File: config.mk
export PLATFORM = sky130hd
export DESIGN_NAME = uart_cmd_seq
export DESIGN_NICKNAME = d
export VERILOG_FILES = /design/src/rtl/uart_cmd_seq.sv
export SDC_FILE = /design/constraint.sdc
export NUM_CORES = 1
export LEC_CHECK = 0
export BUFFER_PORTS_ARGS = -buffer_cell sky130_fd_sc_hd__buf_2
export CAP_MARGIN = 20
export CORE_ASPECT_RATIO = 1.4
export CORE_MARGIN = 5
export CORE_UTILIZATION = 61
export CTS_BUF_LIST = sky130_fd_sc_hd__clkbuf_16
export CTS_CLUSTER_SIZE = 10
export DETAILED_ROUTE_END_ITERATION = 8
export GPL_ROUTABILITY_DRIVEN = 0
export PLACE_DENSITY_LB_ADDON = 0.3
export SETUP_SLACK_MARGIN = 0.2
export SLEW_MARGIN = 20
export SYNTH_ARGS = -nofsm -noshare
export SYNTH_HDL_FRONTEND = slang
export SYNTH_SLANG_ARGS = --single-unit
File: constraint.sdc
create_clock -name clk_i -period 4.92 [get_ports clk_i]
set_input_delay 0.246 -clock clk_i [delete_from_list [all_inputs] [get_ports clk_i]]
set_output_delay 0.246 -clock clk_i [all_outputs]
set_load 0.05 [all_outputs]
File: src/rtl/uart_cmd_seq.sv
// uart_cmd_seq: command-byte sequencer for the UART loader path.
// Streams a writable byte table (optionally gapped and repeated) into a valid/ready byte
// sink, then counts and XOR-checksums response bytes and flags completion or timeout.
//
// Ports:
//   clk_i, rst_i                   clock, asynchronous active-high reset
//   tbl_wr_en_i/addr_i/data_i      table write port (ignored while busy_o)
//   seq_len_i, gap_i, loop_cnt_i   bytes per pass, idle cycles per byte, extra passes
//   rsp_len_i                      expected response byte count
//   start_i, abort_i               start pulse (ignored while busy_o), abort (top priority)
//   tx_data_o, tx_data_vld_o, tx_data_rdy_i   byte stream to sink
//   rx_data_i, rx_data_vld_i, rx_data_rdy_o   response stream (never back-pressured)
//   busy_o, done_o, timeout_o      status: in progress, completion pulse, sticky timeout
//   tx_cnt_o, rsp_cnt_o, rsp_sum_o bytes sent, responses counted, response XOR
module uart_cmd_seq #(
  parameter int unsigned DW    = 8,
  parameter int unsigned DEPTH = 64,
  parameter int unsigned GW    = 16,
  parameter int unsigned TMO   = 100000,
  localparam int unsigned AW   = (DEPTH > 1) ? $clog2(DEPTH) : 1
) (
  input  logic          clk_i,
  input  logic          rst_i,
  input  logic          tbl_wr_en_i,
  input  logic [AW-1:0] tbl_wr_addr_i,
  input  logic [DW-1:0] tbl_wr_data_i,
  input  logic [AW:0]   seq_len_i,
  input  logic [GW-1:0] gap_i,
  input  logic [7:0]    loop_cnt_i,
  input  logic [15:0]   rsp_len_i,
  input  logic          start_i,
  input  logic          abort_i,
  output logic [DW-1:0] tx_data_o,
  output logic          tx_data_vld_o,
  input  logic          tx_data_rdy_i,
  input  logic [DW-1:0] rx_data_i,
  input  logic          rx_data_vld_i,
  output logic          rx_data_rdy_o,
  output logic          busy_o,
  output logic          done_o,
  output logic          timeout_o,
  output logic [15:0]   tx_cnt_o,
  output logic [15:0]   rsp_cnt_o,
  output logic [DW-1:0] rsp_sum_o
);

  localparam int unsigned TW = $clog2(TMO + 1);

  localparam logic [2:0] StIdle = 3'd0;
  localparam logic [2:0] StLoad = 3'd1;
  localparam logic [2:0] StSend = 3'd2;
  localparam logic [2:0] StGap  = 3'd3;
  localparam logic [2:0] StWait = 3'd4;
  localparam logic [2:0] StDone = 3'd5;

  logic [2:0]    state_q, state_d;
  logic [AW-1:0] idx_q, idx_d;
  logic [AW:0]   len_q, len_d;
  logic [GW-1:0] gap_q, gap_d, gap_cnt_q, gap_cnt_d;
  logic [7:0]    pass_q, pass_d;
  logic [15:0]   rsp_len_q, rsp_len_d;
  logic [15:0]   tx_cnt_q, tx_cnt_d, rsp_cnt_q, rsp_cnt_d;
  logic [DW-1:0] rsp_sum_q, rsp_sum_d, rd_data_q;
  logic [TW-1:0] tmo_cnt_q, tmo_cnt_d, tmo_eff;
  logic          timeout_q, timeout_d;
  logic          accept, rsp_take, rd_en, pass_end;
  logic [2:0]    adv_state;
  logic [AW-1:0] adv_idx;
  logic [7:0]    adv_pass;

  logic [DW-1:0] mem [DEPTH];

  assign accept   = (state_q == StSend) & tx_data_rdy_i;
  assign rsp_take = rx_data_vld_i & (state_q != StIdle) & (state_q != StDone);
  assign pass_end = ({1'b0, idx_q} + (AW+1)'(1)) >= len_q;
  // A counted byte restarts the timeout window in the same cycle it arrives.
  assign tmo_eff  = rsp_take ? '0 : tmo_cnt_q;

  // Where to go once a byte (and its gap) is finished.
  always_comb begin
    adv_state = StLoad;
    adv_idx   = idx_q + AW'(1);
    adv_pass  = pass_q;
    if (pass_end) begin
      adv_idx = '0;
      if (pass_q != 8'd0) begin
        adv_pass = pass_q - 8'd1;
      end else begin
        adv_state = StWait;
        adv_idx   = idx_q;
      end
    end
  end

  always_comb begin
    state_d   = state_q;
    idx_d     = idx_q;
    len_d     = len_q;
    gap_d     = gap_q;
    gap_cnt_d = gap_cnt_q;
    pass_d    = pass_q;
    rsp_len_d = rsp_len_q;
    tx_cnt_d  = tx_cnt_q;
    rsp_cnt_d = rsp_cnt_q;
    rsp_sum_d = rsp_sum_q;
    tmo_cnt_d = tmo_cnt_q;
    timeout_d = timeout_q;
    rd_en     = 1'b0;

    // Counting happens even in an abort cycle.
    if (accept && tx_cnt_q != 16'hFFFF) tx_cnt_d = tx_cnt_q + 16'd1;
    if (rsp_take) begin
      if (rsp_cnt_q != 16'hFFFF) rsp_cnt_d = rsp_cnt_q + 16'd1;
      rsp_sum_d = rsp_sum_q ^ rx_data_i;
    end

    if (abort_i) begin
      state_d = StIdle;
    end else begin
      case (state_q)
        StIdle: begin
          if (start_i) begin
            len_d     = seq_len_i;
            gap_d     = gap_i;
            pass_d    = loop_cnt_i;
            rsp_len_d = rsp_len_i;
            idx_d     = '0;
            tx_cnt_d  = '0;
            rsp_cnt_d = '0;
            rsp_sum_d = '0;
            timeout_d = 1'b0;
            tmo_cnt_d = '0;
            state_d   = (seq_len_i != '0) ? StLoad : StWait;
          end
        end
        StLoad: begin
          rd_en   = 1'b1;
          state_d = StSend;
        end
        StSend: begin
          if (accept) begin
            if (gap_q != '0) begin
              gap_cnt_d = '0;
              state_d   = StGap;
            end else begin
              state_d   = adv_state;
              idx_d     = adv_idx;
              pass_d    = adv_pass;
              tmo_cnt_d = '0;
            end
          end
        end
        StGap: begin
          if (gap_cnt_q == gap_q - GW'(1)) begin
            state_d   = adv_state;
            idx_d     = adv_idx;
            pass_d    = adv_pass;
            tmo_cnt_d = '0;
          end else begin
            gap_cnt_d = gap_cnt_q + GW'(1);
          end
        end
        StWait: begin
          if (rsp_cnt_q >= rsp_len_q) begin
            state_d = StDone;
          end else if (tmo_eff == TW'(TMO - 1) && !rsp_take) begin
            timeout_d = 1'b1;
            state_d   = StIdle;
          end else begin
            tmo_cnt_d = tmo_eff + TW'(1);
          end
        end
        StDone: begin
          state_d = StIdle;
        end
        default: begin
          state_d = StIdle;
        end
      endcase
    end
  end

  always_ff @(posedge clk_i or posedge rst_i) begin
    if (rst_i) begin
      state_q   <= StIdle;
      idx_q     <= '0;
      len_q     <= '0;
      gap_q     <= '0;
      gap_cnt_q <= '0;
      pass_q    <= '0;
      rsp_len_q <= '0;
      tx_cnt_q  <= '0;
      rsp_cnt_q <= '0;
      rsp_sum_q <= '0;
      tmo_cnt_q <= '0;
      timeout_q <= 1'b0;
    end else begin
      state_q   <= state_d;
      idx_q     <= idx_d;
      len_q     <= len_d;
      gap_q     <= gap_d;
      gap_cnt_q <= gap_cnt_d;
      pass_q    <= pass_d;
      rsp_len_q <= rsp_len_d;
      tx_cnt_q  <= tx_cnt_d;
      rsp_cnt_q <= rsp_cnt_d;
      rsp_sum_q <= rsp_sum_d;
      tmo_cnt_q <= tmo_cnt_d;
      timeout_q <= timeout_d;
    end
  end

  // Table RAM: contents are not reset; only the read register is.
  always_ff @(posedge clk_i) begin
    if (tbl_wr_en_i && state_q == StIdle) mem[tbl_wr_addr_i] <= tbl_wr_data_i;
  end

  // Read register only loads in LOAD, so tx_data_o holds while the sink stalls.
  always_ff @(posedge clk_i or posedge rst_i) begin
    if (rst_i) begin
      rd_data_q <= '0;
    end else if (rd_en) begin
      rd_data_q <= mem[idx_q];
    end
  end

  assign tx_data_o     = rd_data_q;
  assign tx_data_vld_o = (state_q == StSend);
  assign rx_data_rdy_o = 1'b1;
  assign busy_o        = (state_q != StIdle);
  assign done_o        = (state_q == StDone);
  assign timeout_o     = timeout_q;
  assign tx_cnt_o      = tx_cnt_q;
  assign rsp_cnt_o     = rsp_cnt_q;
  assign rsp_sum_o     = rsp_sum_q;

endmodule

==> impl_metrics.toml <==
[synth]
ys_ff_latch = 650
synth_flop_cell = "edfxtp_1"
yosys_warnings = 0
synth_edf_count = 512
seq_area_frac_synth = 0.6811
syn-mean-instance-area_um2 = 16.16
synthesis.nets = 1818
syn_inst = 1711
yosysUniqueCellTypes = 67
syn-cell-area_um2 = 27650
ys_async_sr_fraction = 0.2123

[finish]
drive_above_1_share = 0.2115
num_antenna_cells = 0
layout.nets = 2005
n_fill_cell = 2789
synthToLayoutAreaGrowth_pct = 14.10

[status]
status = "complete, no violations"

[power]
power_density_nw_per_um2 = 463.9
power.total_w = 0.01463
ir_drop_mv = 0.3223
p_leak_nw = 11.17

[place]
hpwl_mm = 39.21
port_buffers = 127

[hold_path]
min_path_type = "input port to flip-flop"

[setup_path]
end_kind = "flip-flop"
crit_chain = "xor2_1 > o21ai_1 > and2_1 > ha_1 > and4_1 > nand2_1 > nor4_1 > and4_1 > and3_1 > and3_1 > xor2_1 > a22o_1"
worstPathRequired_ns = 5.40
path_delay_family = "simple AND/OR/NAND/NOR gates"
crit_fanout = 21
worstPathArrival_ns = 4.42
slowest_delay_ns = 0.75
cp.buffers_inverters = 0
crit_type = "flip-flop to flip-flop"
slowest_stage = "dfrtp_1"
start_kind = "flip-flop"

[clocking]
cts_tree = "built"
cts-root-buf = "clkbuf_16"
cts_buffers = 75
cts_resized = 0
clock_latency_ns = 0.61
clock-sinks = 650
path_clk_slew_ns = 0.06
h-tree-depth = 3
clock_path_buffers = 3

[flow_run]
cap_violations = 0

[detailed_routing]
route.detailed.drc = 0
vias = 16160
wl_per_cell_um = 25.43
wl_mm = 64.95
ant_nets = 0
drtPass1Iterations = 7
drt_iter0_drc = 1625
vias_per_cell = 6.328

[floorplan]
pin_count = 129
chipHeight_um = 261.9
rows = 92
core_area_um2 = 45010
dieWidth_um = 189.9
dieArea_um2 = 49740
initial_utilization = 0.6142

[global_route]
track_usage = 0.2653
grt_max_degree = 109
grt_pass1_wl_mm = 99.19
grt_antenna_before_repair = 1
overflow = 0
grt_pass1_vias = 16440

[timing]
period_minus_slack_ns = 3.943
hold_slack_ns = 0.1342
fmax_mhz = 253.6
slew_headroom = 0.3068
setup_viol = 0
rsz0062_at_grt = "false"
final-hold-violation-count = 0
slew_violations = 0
finClkSkew_ns = 0.02586
period_share = 0.8015
worst-slew-pin-transition_ns = 1.036
fin_tns_setup_ns = 0
worst paths after layout:
kind	start	end	slack, ns	cells after the start
worst max-delay path	state_q[2]	tmo_cnt_q[16]	0.98	12
worst min-delay path	start_i	timeout_o	0.13	5
worst max register to register	state_q[2]	tmo_cnt_q[16]	0.98	12
worst min register to register	tx_data_o[0]	tx_data_o[0]	0.51	1
max in group asynchronous	rst_i	rsp_sum_o[7]	3.61	4
min in group asynchronous	rst_i	rsp_len_q[1]	0.29	3
Yosys cell counts (7+ instances only):
library cell,instances,share of area
edfxtp_1,512,0.56
nor4_1,13,0.0029
o21ai_0,69,0.012
mux4_2,168,0.14
clkbuf_1,48,0.0065
buf_2,10,0.0018
nand2_1,132,0.018
or3_1,17,0.0038
nand4_1,18,0.0041
a31oi_1,24,0.0054
mux2i_1,9,0.0033
ha_1,31,0.014
a21oi_1,32,0.0058
buf_1,17,0.0023
nand3_1,36,0.0065
a21o_1,7,0.0019
inv_1,45,0.0061
and2_1,8,0.0018
dfrtp_1,138,0.12
xnor2_1,24,0.0076
mux2_2,9,0.0037
xor2_1,29,0.0092
o31ai_1,11,0.0030
nor2_1,145,0.020
and3_1,26,0.0059
nand2b_1,13,0.0029
nor3_1,26,0.0047
logic make-up (layout without fill, tap and decap cells):
family | Yosys count | count (layout) | synth area share
flops | 650 | 650 | 0.6811
simple gates | 476 | 476 | 0.08233
mux | 190 | 190 | 0.1454
compound gates | 182 | 182 | 0.04119
buf+inv | 128 | 360 | 0.01905
xor+xnor | 53 | 53 | 0.01679
fa+ha+maj | 31 | 31 | 0.01403
other cells | 1 | 1 | 0.0001356
metrics by stage:
stage / cells / setup WS (ns) / cell area [µm²] / util
floorplan: 1711 / 0.9778 / 27650 / -
global placement: 2375 / 1.325 / 28790 / 0.6397
detailed placement: 2375 / 1.137 / 28790 / 0.6397
CTS: 2554 / 1.095 / 31520 / 0.7004
global route: 2554 / 0.7575 / 31540 / 0.7009
finish: 2554 / 0.9766 / 31540 / 0.7009
sequential cells by signal (all words and copies together), names as in the netlist:
name and count:
mem 512, tmo_cnt_q 17, gap_cnt_q 16, gap_q 16, rsp_cnt_o 16, rsp_len_q 16
tx_cnt_o 16, pass_q 8, rsp_sum_o 8, tx_data_o 8, len_q 7, idx_q 6
state_q 3, timeout_o 1
worst reg2reg max path, cell delays in order, from the launching register on:
cell and delay (ns):
dfrtp_1 0.75, xor2_1 0.18, o21ai_1 0.52, and2_1 0.29, ha_1 0.27, and4_1 0.28, nand2_1 0.11, nor4_1 0.44
and4_1 0.31, and3_1 0.22, and3_1 0.18, xor2_1 0.07, a22o_1 0.20
per-layer routing:
layer	vias to the layer above	GRT usage	part of all wire
met2	786	0.4578	0.52
met3	133	0.05541	0.075
met4	2	0.1021	0.038
met1	8201	0.3348	0.37
met5	-	0	0.00020
li1	7040	-	-
where the power goes:
group / internal, W / switching [W]
combinational: 0.00126 / 0.00183
clock: 0.00283 / 0.00209
sequential: 0.00626 / 0.000364
timing repair:
| item | in CTS | in global routing |
|---|---|---|
| endpoints found under the hold margin | 163 | 0 |
| hold buffers | 57 | 0 |
| buffers inserted | 0 | 0 |
| setup endpoints to repair | 0 | 0 |
area by class of cell:
cell class              count  area (µm²)  share of cell area
inverters                  46       180.2            0.005712
flip-flops and latches    650       18840              0.5971
well taps                 611       764.5             0.02424
repair buffers            192        1311             0.04157
multi-input cells         933        8295              0.2630
clock buffers              78        1952             0.06188
clock inverters            44       205.2            0.006505
cell usage in the layout, fill, tap and decap left out, drive strengths merged, types with 6 or more instances in the layout:
cell type | netlist | routed
a21o | 7 | 7
and2 | 8 | 8
nand2b | 13 | 13
xnor2 | 24 | 24
dlygate4sd3 | 0 | 57
o21ai | 71 | 71
clkbuf | 48 | 78
nand2 | 132 | 132
or3 | 17 | 17
ha | 31 | 31
nor4 | 13 | 13
edfxtp | 512 | 512
nand4 | 18 | 18
dfrtp | 138 | 138
mux4 | 168 | 168
nand3b | 6 | 6
mux2 | 13 | 13
buf | 34 | 135
nor2 | 145 | 145
nor3 | 26 | 26
inv | 46 | 87
nand3 | 36 | 36
o31ai | 12 | 12
mux2i | 9 | 9
and3 | 26 | 26
nor3b | 6 | 6
xor2 | 29 | 29
and4 | 6 | 6
a21oi | 32 | 32
a31oi | 24 | 24
Power figures use the tool's default switching activity.
